`src/rtl/branch_resolution_unit.sv`:
```
// EX-side branch resolution: prediction FIFO, mispredict redirect/flush, predictor training.
// Optional BRU_PERF_CNT_EN adds saturating br_count / mispred_count outputs.
module branch_resolution_unit #(
   parameter int DEPTH        = 4,
   parameter int FLUSH_CYCLES = 2,
   parameter int CNT_W        = 32
) (
   input  logic              clk,
   input  logic              rst,
   input  logic              pred_push,
   input  logic [31:0]       pred_pc,
   input  logic              pred_used,
   input  logic [31:0]       pred_target,
   output logic              full,
   input  logic              resolve_valid,
   input  logic [31:0]       resolve_pc,
   input  logic              resolve_is_jump,
   input  logic              resolve_taken,
   input  logic [31:0]       resolve_target,
   output logic              redirect,
   output logic [31:0]       redirect_pc,
   output logic              flush,
   output logic              train_valid,
   output logic [31:0]       train_pc,
   output logic              train_taken,
   output logic [31:0]       train_target,
   output logic              train_is_jump
`ifdef BRU_PERF_CNT_EN
   ,
   output logic [CNT_W-1:0]  br_count,
   output logic [CNT_W-1:0]  mispred_count
`endif
);

   localparam int AW = $clog2(DEPTH);
   localparam int FW = (FLUSH_CYCLES > 1) ? $clog2(FLUSH_CYCLES) : 1;
   localparam logic [AW:0]   FULL_CNT   = (AW+1)'(DEPTH);
   localparam logic [FW-1:0] FLUSH_LAST = FW'(FLUSH_CYCLES - 1);

   typedef enum logic {S_IDLE, S_FLUSH} state_e;

   state_e        state_q, state_d;
   logic [FW-1:0] fcnt_q, fcnt_d;
   logic [AW-1:0] rd_q, rd_d, wr_q, wr_d;
   logic [AW:0]   cnt_q, cnt_d;
   logic [31:0]   pc_q  [DEPTH];
   logic [31:0]   tgt_q [DEPTH];
   logic          used_q[DEPTH];

   logic          redirect_q;
   logic [31:0]   redirect_pc_q;
   logic          tv_q, ttaken_q, tjump_q;
   logic [31:0]   tpc_q, ttgt_q;

   logic          idle, empty, matched, hit_used;
   logic          res_acc, mispred, pop, push;
   logic [31:0]   pc_plus4, pred_next, act_next;

   assign idle     = (state_q == S_IDLE);
   assign empty    = (cnt_q == '0);
   assign full     = (cnt_q == FULL_CNT);
   assign matched  = !empty && (pc_q[rd_q] == resolve_pc);
   assign hit_used = matched && used_q[rd_q];
   assign pc_plus4 = resolve_pc + 32'd4;
   assign pred_next = hit_used ? tgt_q[rd_q] : pc_plus4;
   assign act_next  = resolve_taken ? resolve_target : pc_plus4;
   assign res_acc  = resolve_valid && idle;
   assign mispred  = res_acc && (pred_next != act_next);
   assign pop      = res_acc && matched && !mispred;
   // a pop frees a slot in the same cycle, so a full FIFO still accepts
   assign push     = pred_push && idle && !mispred && (!full || pop);

   always_comb begin
      state_d = state_q;
      fcnt_d  = fcnt_q;
      unique case (state_q)
         S_IDLE: begin
            if (mispred) begin
               state_d = S_FLUSH;
               fcnt_d  = FLUSH_LAST;
            end
         end
         S_FLUSH: begin
            if (fcnt_q == '0) state_d = S_IDLE;
            else              fcnt_d  = fcnt_q - FW'(1);
         end
         default: state_d = S_IDLE;
      endcase
   end

   always_comb begin
      rd_d  = rd_q;
      wr_d  = wr_q;
      cnt_d = cnt_q;
      if (mispred) begin
         rd_d  = '0;
         wr_d  = '0;
         cnt_d = '0;
      end else begin
         if (pop)  rd_d = rd_q + AW'(1);
         if (push) wr_d = wr_q + AW'(1);
         if (push && !pop)      cnt_d = cnt_q + (AW+1)'(1);
         else if (pop && !push) cnt_d = cnt_q - (AW+1)'(1);
      end
   end

   always_ff @(posedge clk) begin
      if (rst) begin
         state_q       <= S_IDLE;
         fcnt_q        <= '0;
         rd_q          <= '0;
         wr_q          <= '0;
         cnt_q         <= '0;
         redirect_q    <= 1'b0;
         redirect_pc_q <= '0;
         tv_q          <= 1'b0;
         tpc_q         <= '0;
         ttaken_q      <= 1'b0;
         ttgt_q        <= '0;
         tjump_q       <= 1'b0;
      end else begin
         state_q    <= state_d;
         fcnt_q     <= fcnt_d;
         rd_q       <= rd_d;
         wr_q       <= wr_d;
         cnt_q      <= cnt_d;
         redirect_q <= mispred;
         tv_q       <= res_acc;
         if (mispred) redirect_pc_q <= act_next;
         if (res_acc) begin
            tpc_q    <= resolve_pc;
            ttaken_q <= resolve_taken;
            ttgt_q   <= resolve_target;
            tjump_q  <= resolve_is_jump;
         end
      end
   end

   // storage needs no reset: occupancy is tracked by cnt_q
   always_ff @(posedge clk) begin
      if (push) begin
         pc_q[wr_q]   <= pred_pc;
         tgt_q[wr_q]  <= pred_target;
         used_q[wr_q] <= pred_used;
      end
   end

   assign redirect      = redirect_q;
   assign redirect_pc   = redirect_pc_q;
   assign flush         = (state_q == S_FLUSH);
   assign train_valid   = tv_q;
   assign train_pc      = tpc_q;
   assign train_taken   = ttaken_q;
   assign train_target  = ttgt_q;
   assign train_is_jump = tjump_q;

`ifdef BRU_PERF_CNT_EN
   logic [CNT_W-1:0] br_q, br_d, mis_q, mis_d;

   always_comb begin
      br_d  = br_q;
      mis_d = mis_q;
      if (res_acc && !(&br_q))  br_d  = br_q + CNT_W'(1);
      if (mispred && !(&mis_q)) mis_d = mis_q + CNT_W'(1);
   end

   always_ff @(posedge clk) begin
      if (rst) begin
         br_q  <= '0;
         mis_q <= '0;
      end else begin
         br_q  <= br_d;
         mis_q <= mis_d;
      end
   end

   assign br_count      = br_q;
   assign mispred_count = mis_q;
`else
   localparam int unused_cnt_w = CNT_W;
`endif

endmodule

```
`config.mk`:
```
export PLATFORM = sky130hd
export DESIGN_NAME = branch_resolution_unit
export DESIGN_NICKNAME = d
export VERILOG_FILES = /design/src/rtl/branch_resolution_unit.sv
export SDC_FILE = /design/constraint.sdc
export NUM_CORES = 1
export LEC_CHECK = 0
export CAP_MARGIN = 15
export CORE_ASPECT_RATIO = 0.6
export CORE_MARGIN = 2
export CORE_UTILIZATION = 59
export CTS_CLUSTER_DIAMETER = 50
export DETAILED_ROUTE_END_ITERATION = 10
export PLACE_DENSITY = 0.85
export SLEW_MARGIN = 0
export SYNTH_ARGS = -nofsm -noshare
export SYNTH_HDL_FRONTEND = slang
export SYNTH_SLANG_ARGS = --single-unit
```
`constraint.sdc`:
```
create_clock -name clk -period 25.5 [get_ports clk]
set_input_delay 5.1 -clock clk [delete_from_list [all_inputs] [get_ports clk]]
set_output_delay 5.1 -clock clk [all_outputs]
set_load 0.05 [all_outputs]
```
==> results of run 1 <==
through the flow:
| stage | hold WS (ns) | instance area (um^2) | cells |
|---|---|---|---|
| finish | 0.4523 | 20570 | 1863 |
| global route | 0.4696 | 20570 | 1863 |
| CTS | 0.4542 | 20570 | 1863 |
| detailed placement | 0.4465 | 19380 | 1797 |
| global placement | 0.4405 | 19380 | 1797 |
| floorplan | 0.4376 | 16790 | 1263 |
final timing paths:
path	cells past startpoint	slack, ns	to
setup / recovery	16	14.53	cnt_q[1]
hold / removal	2	0.45	train_target[17]
hold reg to reg	2	0.45	train_target[17]
setup reg to reg	17	18.30	cnt_q[1]
state kept, by name, indices dropped and copies added, names as in the netlist, named ones only:
name / count
pc_q: 128
tgt_q: 128
redirect_pc: 32
train_pc: 32
train_target: 32
used_q: 4
cnt_q: 3
rd_q: 2
wr_q: 2
fcnt_q: 1
flush: 1
redirect: 1
train_is_jump: 1
train_taken: 1
train_valid: 1
cells in the mapped netlist, drive strengths merged, types with 8 or more instances:
master    n  share of area (%)
a21oi    89                2.7
buf      33                1.3
clkbuf   50                1.1
dfxtp   111                 13
edfxtp  260                 47
inv      65                1.5
mux2i    34                2.1
mux4     61                8.2
nand2   158                3.5
nand3    24               0.72
nand4    24               0.89
nor2     39               0.87
nor3     13               0.48
nor4     18               0.76
o21ai    15               0.47
o32ai    31                2.8
or4       8               0.38
xnor2    87                4.6
xor2     23                1.2
worst max-delay path, stage by stage:
cell	delay, ns
clkdlybuf4s50_1	0.68
nand4_1	0.52
nor3_1	1.02
nand3_1	0.21
xnor2_1	0.27
a211o_1	0.30
o41ai_1	0.38
a41oi_1	0.26
nor4_1	0.85
nand2b_4	0.23
or4_1	0.53
ha_1	0.24
inv_1	0.07
fa_1	0.41
mux2i_1	0.20
nor3_2	0.07
area by class of cell:
cell class / instances / area (um^2) / share of cell area (%)
clock buffers: 51 / 1030 / 5.007
clock inverters: 15 / 156.4 / 0.7605
inverters: 67 / 251.5 / 1.223
multi-input cells: 742 / 6172 / 30.01
flip-flops and latches: 371 / 10040 / 48.80
well taps: 367 / 459.2 / 2.233
repair buffers: 250 / 2460 / 11.96
routing by layer:
layer  up-vias  track usage (%)  wire length [um]
met3        74            10.75              6387
met5         -                0                 0
met2       749            48.10             21080
li1       5117                -                 -
met1      5811            48.32             20340
met4         0            7.207               826
where the power goes:
part / total, mW / switching (mW) / leakage [nW] / internal [mW]
registers: 0.675 / 0.00931 / 3.27 / 0.666
logic: 0.203 / 0.129 / 2.87 / 0.0738
clock network: 0.534 / 0.229 / 0.573 / 0.305
cell families after synthesis:
logic type | after synthesis | share of synthesized area, %
xor+xnor | 119 | 7.012
flops | 371 | 59.74
compound gates | 205 | 9.427
buf+inv | 150 | 3.950
mux | 97 | 10.42
fa+ha+maj | 7 | 0.5664
simple gates | 314 | 8.890
==> results.toml, run 1 <==
[run_status]
status = "finished with violations"
violations = "DRC"

[sta]
worstMarginPinSlew_ns = 1.176
fin_tns_setup_ns = 0
hold_viol = 0
timing.final.crit_share_pct = 43.03
min_period_ns = 10.97
fmax_mhz = 91.14
final_max_slew_viol_count = 0
setup_violations = 0
rsz0062_at_grt = "no"
slew_headroom_pct = 21.60
fin_skew_ns = 0.03065
fin_ws_ns = 14.53

[detailed_routing]
dr.pass1.iters = 9
post-route-drc-count = 19
ant_nets = 0
vias = 11750
avgRoutedWirePerCell_um = 26.11
viasPerCell = 6.308
wirelength_um = 48640
first_iter_violations = 1346

[placement]
finalWeightedCongestion = 0.9187
io_buffers = 236
pre_cts_slack_ns = 14.15
dp_hpwl_um = 33640

[grt]
grt_max_degree = 84
grt_pass1_wl_um = 72160
first_global_vias = 11370
grt_use_total_pct = 32.85
grt_overflow = 0
antenna_found_initial = 0

[power_and_ir_drop]
power.leakage_nw = 6.709
design_power_total_mw = 1.412
p_per_area_nw_per_um2 = 68.67
ir_drop_mv = 0.05338

[cts]
cts_tree = "built"
clk_path_buf_depth = 3
cts.clk_slew.worst_paths_ns = 0.06
numCtsBuffers = 36
cts_resized = 0
clockRootBuffer = "clkbuf_16"
clk_latency_ns = 0.55
ctsHoldBuffers = 0
clock_sinks = 371
post_cts_buffers = 0
cts.htree.levels = 2

[floorplan]
start_util_pct = 60.49
rows = 47
die_h_um = 134.7
core-area_um2 = 27760
die_area_um2 = 29870
io_pins = 237
die_width_um = 221.8

[cells_and_area]
drive_gt1_share_pct = 12.10
layout_commonest_cell = "edfxtp_1"
fin_nets = 1610
postLayoutCoreUtil_pct = 74.09
antennaDiodeCount = 0
layout_common_cells = "edfxtp_1, clkdlybuf4s50_1, nand2_1"
fillCellCount = 1783
area_growth_pct = 22.49

[worst_hold_path]
hold_path_startpoint = "train_target[17]"
hold_class = "flip-flop to flip-flop"

[logic_synthesis]
synth-edff-count = 260
ys_seq_area_share_pct = 59.74
yosys_warnings = 0
syn_nets = 1405
synth_flop_cell = "edfxtp_1"
ys_async_sr_fraction_pct = 0
syn-mean-instance-area_um2 = 13.29
ys_types = 77
syn_area_um2 = 16790
ys_seq_elements = 371
syn_inst = 1263

[worst_setup_path]
crit_type = "input port to flip-flop"
cp-end-kind = "flip-flop"
cp.arrival_ns = 11.35
required_ns = 25.88
worstSetupStartpointType = "input port"
startpoint = "resolve_pc[5]"
cp_max_fo = 12

[run]
cap_violations = 0
Power figures use the tool's default switching activity.
==> run 2: changes to the inputs <==
--- a/config.mk
+++ b/config.mk
@@ -8,10 +8,10 @@
 export CAP_MARGIN = 15
 export CORE_ASPECT_RATIO = 0.6
 export CORE_MARGIN = 2
-export CORE_UTILIZATION = 59
+export CORE_UTILIZATION = 50
 export CTS_CLUSTER_DIAMETER = 50
 export DETAILED_ROUTE_END_ITERATION = 10
-export PLACE_DENSITY = 0.85
+export PLACE_DENSITY = 0.77
 export SLEW_MARGIN = 0
 export SYNTH_ARGS = -nofsm -noshare
 export SYNTH_HDL_FRONTEND = slang
==> constraint.sdc (replaced) <==
create_clock -name clk -period 9.5 [get_ports clk]
set_input_delay 1.9 -clock clk [delete_from_list [all_inputs] [get_ports clk]]
set_output_delay 1.9 -clock clk [all_outputs]
set_load 0.05 [all_outputs]
==> results.toml, run 2 (synthesis results as in run 1) <==
[floorplan]
io_pins = 237
die_area_um2 = 35110
core-area_um2 = 32740
rows = 51
die_h_um = 145.9
start_util_pct = 51.29
die_width_um = 240.6

[placement]
postPlaceCellArea_um2 = 19510
io_buffers = 236
dp.cells = 1882
finalWeightedCongestion = 0.9468
pre_cts_slack_ns = 1.751
dp_hpwl_um = 35040

[detailed_routing]
drt-met1-wl_um = 22000
dr.pass1.iters = 5
vias = 11580
dr_wl_met2_um = 20660
first_iter_violations = 1349
ant_nets = 0
avgRoutedWirePerCell_um = 25.13
viasPerCell = 5.941
top_layer_used = "met4"
wl_met3_um = 5524
post-route-drc-count = 0
wirelength_um = 48980

[sta]
fin_skew_ns = 0.01984
rsz0062_at_grt = "no"
slew_headroom_pct = 22.76
worstMarginPinSlew_ns = 1.159
min_period_ns = 7.325
hold_ws_ns = 0.4543
final_max_slew_viol_count = 0
setup_violations = 0
timing.final.crit_share_pct = 77.11
hold_viol = 0
fin_ws_ns = 2.175
fin_tns_setup_ns = 0
fmax_mhz = 136.5

[cts]
clockRootBuffer = "clkbuf_16"
clk_latency_ns = 0.54
post_cts_buffers = 0
cts.htree.levels = 2
cts_tree = "built"
cts_resized = 0
cts.clk_slew.worst_paths_ns = 0.06
clock_sinks = 371
clk_path_buf_depth = 3
ctsHoldBuffers = 0
numCtsBuffers = 37

[power_and_ir_drop]
power.leakage_nw = 6.729
p_per_area_nw_per_um2 = 184.4
design_power_total_mw = 3.820
ir_drop_mv = 0.1115

[cells_and_area]
fillCellCount = 2438
drive_gt1_share_pct = 12.34
area_growth_pct = 23.39
layout_commonest_cell = "edfxtp_1"
stdcell_area_um2 = 20720
seqCellArea_um2 = 10040
top_regs = "pc_q x128, tgt_q x128"
fin_nets = 1613
multi_input_area_um2 = 6172
layout_common_cells = "edfxtp_1, clkdlybuf4s50_1, nand2_1"
antennaDiodeCount = 0
postLayoutCoreUtil_pct = 63.29
layoutNonFillerInstCount = 1949

[worst_setup_path]
crit_buf_inv = 2
crit_slowest_cell = "clkdlybuf4s50_1"
r2r_end = "cnt_q[1]"
path_common_cell = "nor4_1"
r2r_slack_ns = 3.14
reg2reg_depth = 17
required_ns = 9.87
path_depth = 16
path_cells = "clkdlybuf4s50_1 > nand4_1 > nor4_1 > and3_1 > xor3_1 > a211o_1 > o41ai_1 > a41oi_1 > nor4_1 > nand2b_4 > or4_1 > ha_1 > inv_1 > fa_1 > mux2i_1 > nor3_2"
critPathMaxStageDelay_ns = 0.78
crit_family = "simple AND/OR/NAND/NOR gates"
cp.arrival_ns = 7.70
cp_max_fo = 10
crit_type = "input port to flip-flop"
worstSetupStartpointType = "input port"
startpoint = "resolve_pc[19]"
crit_end = "cnt_q[1]"
cp-end-kind = "flip-flop"

[grt]
antenna_found_initial = 0
grt_use_total_pct = 28.04
grt_pass1_wl_um = 72570
grt_overflow = 0
grt_max_degree = 69
first_global_vias = 11420

[run]
cap_violations = 0

[run_status]
status = "complete, no violations"

[worst_hold_path]
hold_class = "flip-flop to flip-flop"
-- run 2: final cells by class --
| type | count | area share [%] |
|---|---|---|
| clock buffers | 45 | 4.711 |
| clock inverters | 22 | 1.111 |
| inverters | 67 | 1.214 |
| multi-input cells | 742 | 29.79 |
| flip-flops and latches | 371 | 48.45 |
| well taps | 450 | 2.718 |
| repair buffers | 252 | 12.01 |
-- run 2: power breakdown --
group | total [mW] | switching (mW) | internal, mW | leakage, nW
combinational | 0.544 | 0.346 | 0.198 | 2.88
clock | 1.46 | 0.616 | 0.848 | 0.579
sequential | 1.81 | 0.0245 | 1.79 | 3.27
-- run 2: worst min-delay path by stage --
stage	from	to	slack (ns)	depth (start not counted)
final	train_target[17]	train_target[17]	0.45	2
after global routing	train_pc[0]	train_pc[0]	0.47	2
after CTS	train_pc[10]	train_pc[10]	0.46	2
after detailed placement	train_pc[10]	train_pc[10]	0.45	2
after global placement	train_is_jump	train_is_jump	0.44	2
after floorplan	fcnt_q	fcnt_q	0.44	2
-- run 2: worst min-delay path, cell delays in order (launching register included) --
cell and delay [ns]:
dfxtp_1 0.31, nand2_1 0.05, a21oi_1 0.05
-- run 2: metal layers --
metal	global-route usage, %	up-vias
li1	-	5129
met1	42.69	5739
met2	39.83	639
met3	8.403	72
met4	5.373	0
met5	0	-
==> run 3: changes to the inputs <==
--- a/config.mk
+++ b/config.mk
@@ -8,10 +8,10 @@
 export CAP_MARGIN = 15
 export CORE_ASPECT_RATIO = 0.6
 export CORE_MARGIN = 2
-export CORE_UTILIZATION = 50
+export CORE_UTILIZATION = 55
 export CTS_CLUSTER_DIAMETER = 50
 export DETAILED_ROUTE_END_ITERATION = 10
-export PLACE_DENSITY = 0.77
+export PLACE_DENSITY = 0.8
 export SLEW_MARGIN = 0
 export SYNTH_ARGS = -nofsm -noshare
 export SYNTH_HDL_FRONTEND = slang
==> constraint.sdc (replaced) <==
create_clock -name clk -period 7.3 [get_ports clk]
set_input_delay 1.46 -clock clk [delete_from_list [all_inputs] [get_ports clk]]
set_output_delay 1.46 -clock clk [all_outputs]
set_load 0.05 [all_outputs]
==> results.toml, run 3 (synthesis results as in run 1) <==
[floorplan]
io_pins = 237
die_area_um2 = 31990
die_h_um = 139.3
rows = 49
core-area_um2 = 29980
die_width_um = 229.6
start_util_pct = 56.00

[sta]
hold_viol = 0
hold_ws_ns = 0.4535
min_period_ns = 6.469
timing.final.crit_share_pct = 88.62
fin_skew_ns = 0.01591
fmax_mhz = 154.6
worstMarginPinSlew_ns = 1.142
rsz0062_at_grt = "no"
final_max_slew_viol_count = 0
slew_headroom_pct = 23.88
setup_violations = 0
fin_ws_ns = 0.8309

[detailed_routing]
wirelength_um = 48490
vias = 11670
dr.pass1.iters = 5
post-route-drc-count = 0
viasPerCell = 6.062
first_iter_violations = 1385
avgRoutedWirePerCell_um = 25.19
ant_nets = 0

[worst_setup_path]
cp-end-kind = "flip-flop"
cp_max_fo = 11
reg2reg_depth = 17
crit_family = "simple AND/OR/NAND/NOR gates"
path_depth = 17
critPathMaxStageDelay_ns = 0.77
crit_slowest_cell = "clkdlybuf4s50_1"
r2r_slack_ns = 1.06
cp.arrival_ns = 6.85
crit_end = "cnt_q[1]"
r2r_end = "cnt_q[1]"
path_cells = "clkdlybuf4s50_1 > xnor2_1 > or4_1 > a2111o_1 > nor4_2 > buf_4 > mux2i_1 > xnor2_1 > nor4_1 > a31oi_4 > nand2b_4 > or4_1 > ha_1 > inv_1 > fa_1 > mux2i_1 > nor3_2"
worstSetupStartpointType = "input port"
crit_type = "input port to flip-flop"
crit_buf_inv = 3
required_ns = 7.68
startpoint = "resolve_pc[25]"

[cts]
post_cts_buffers = 0
ctsHoldBuffers = 0
cts_resized = 0
clock_sinks = 371
clk_latency_ns = 0.54
clk_path_buf_depth = 3
cts.htree.levels = 2
numCtsBuffers = 35
cts_tree = "built"
clockRootBuffer = "clkbuf_16"
cts.clk_slew.worst_paths_ns = 0.06

[cells_and_area]
top_regs = "pc_q x128, tgt_q x128"
drive_gt1_share_pct = 13.47
layout_common_cells = "edfxtp_1, clkdlybuf4s50_1, nand2_1"
seqCellArea_um2 = 10040
area_growth_pct = 24.01
layout_commonest_cell = "edfxtp_1"
postLayoutCoreUtil_pct = 69.45
fin_nets = 1630
multi_input_area_um2 = 6172
fillCellCount = 2023

[grt]
first_global_vias = 11360
antenna_found_initial = 3
grt_use_total_pct = 30.30
grt_overflow = 0
grt_pass1_wl_um = 72570
grt_max_degree = 72

[placement]
io_buffers = 236
finalWeightedCongestion = 0.9636
pre_cts_slack_ns = 0.3743
dp_hpwl_um = 34190

[run_status]
status = "complete, no violations"

[power_and_ir_drop]
p_per_area_nw_per_um2 = 236.2
ir_drop_mv = 0.2083
power.leakage_nw = 6.830

[worst_hold_path]
hold_class = "flip-flop to flip-flop"

[run]
cap_violations = 0
run 3: cell count changes in the layout (fill, tap and decap cells not counted), moves of 2 or more:
cell	change
buf_12	+4
clkinv_2	+3
clkinvlp_4	-3
clkbuf_8	+2
diode_2	+2
buf_4	+15
clkinv_1	-3
run 3: where the power goes:
group          switching [mW]  internal [mW]  leakage, nW
Clock                   0.782           1.06        0.575
Combinational           0.448          0.267         2.99
Sequential             0.0324           2.33         3.27
run 3: stage by stage:
stage	cells	instance area [um^2]	power, mW	TNS (ns)
3_3_place_gp	1858	19630	3.094	0
5_1_grt	1925	20820	5.069	0
6_report	1925	20820	4.918	0
4_1_cts	1923	20820	4.935	0
2_1_floorplan	1263	16810	2.811	-133.62
3_5_place_dp	1859	19650	3.107	0
run 3: worst min-delay path, stage by stage (launching register included):
cell and delay, ns:
dfxtp_1 0.31, nand2_1 0.05, a21oi_1 0.05
run 3: metal layers:
layer	part of all wire (%)	vias to the layer above	track usage [%]	wire, um
met5	0	-	0	0
met3	9.7	61	6.107	4703
met4	1.4	0	6.254	659
li1	-	5162	-	-
met1	45	5841	47.34	22040
met2	43	606	44.11	21090
run 3: worst min path at each step:
stage | from | to | cells after the start
2_1_floorplan | fcnt_q | fcnt_q | 2
3_3_place_gp | train_pc[13] | train_pc[13] | 2
3_5_place_dp | train_pc[29] | train_pc[29] | 2
4_1_cts | train_pc[29] | train_pc[29] | 2
5_1_grt | train_pc[29] | train_pc[29] | 2
6_report | train_pc[29] | train_pc[29] | 2
run 3: cell type report:
cell class / count / area share (%)
well taps: 408 / 2.452
clock buffers: 46 / 4.699
clock inverters: 18 / 0.8954
inverters: 67 / 1.208
repair buffers: 271 / 12.87
flip-flops and latches: 371 / 48.21
multi-input cells: 742 / 29.64
diodes: 2 / 0.02404
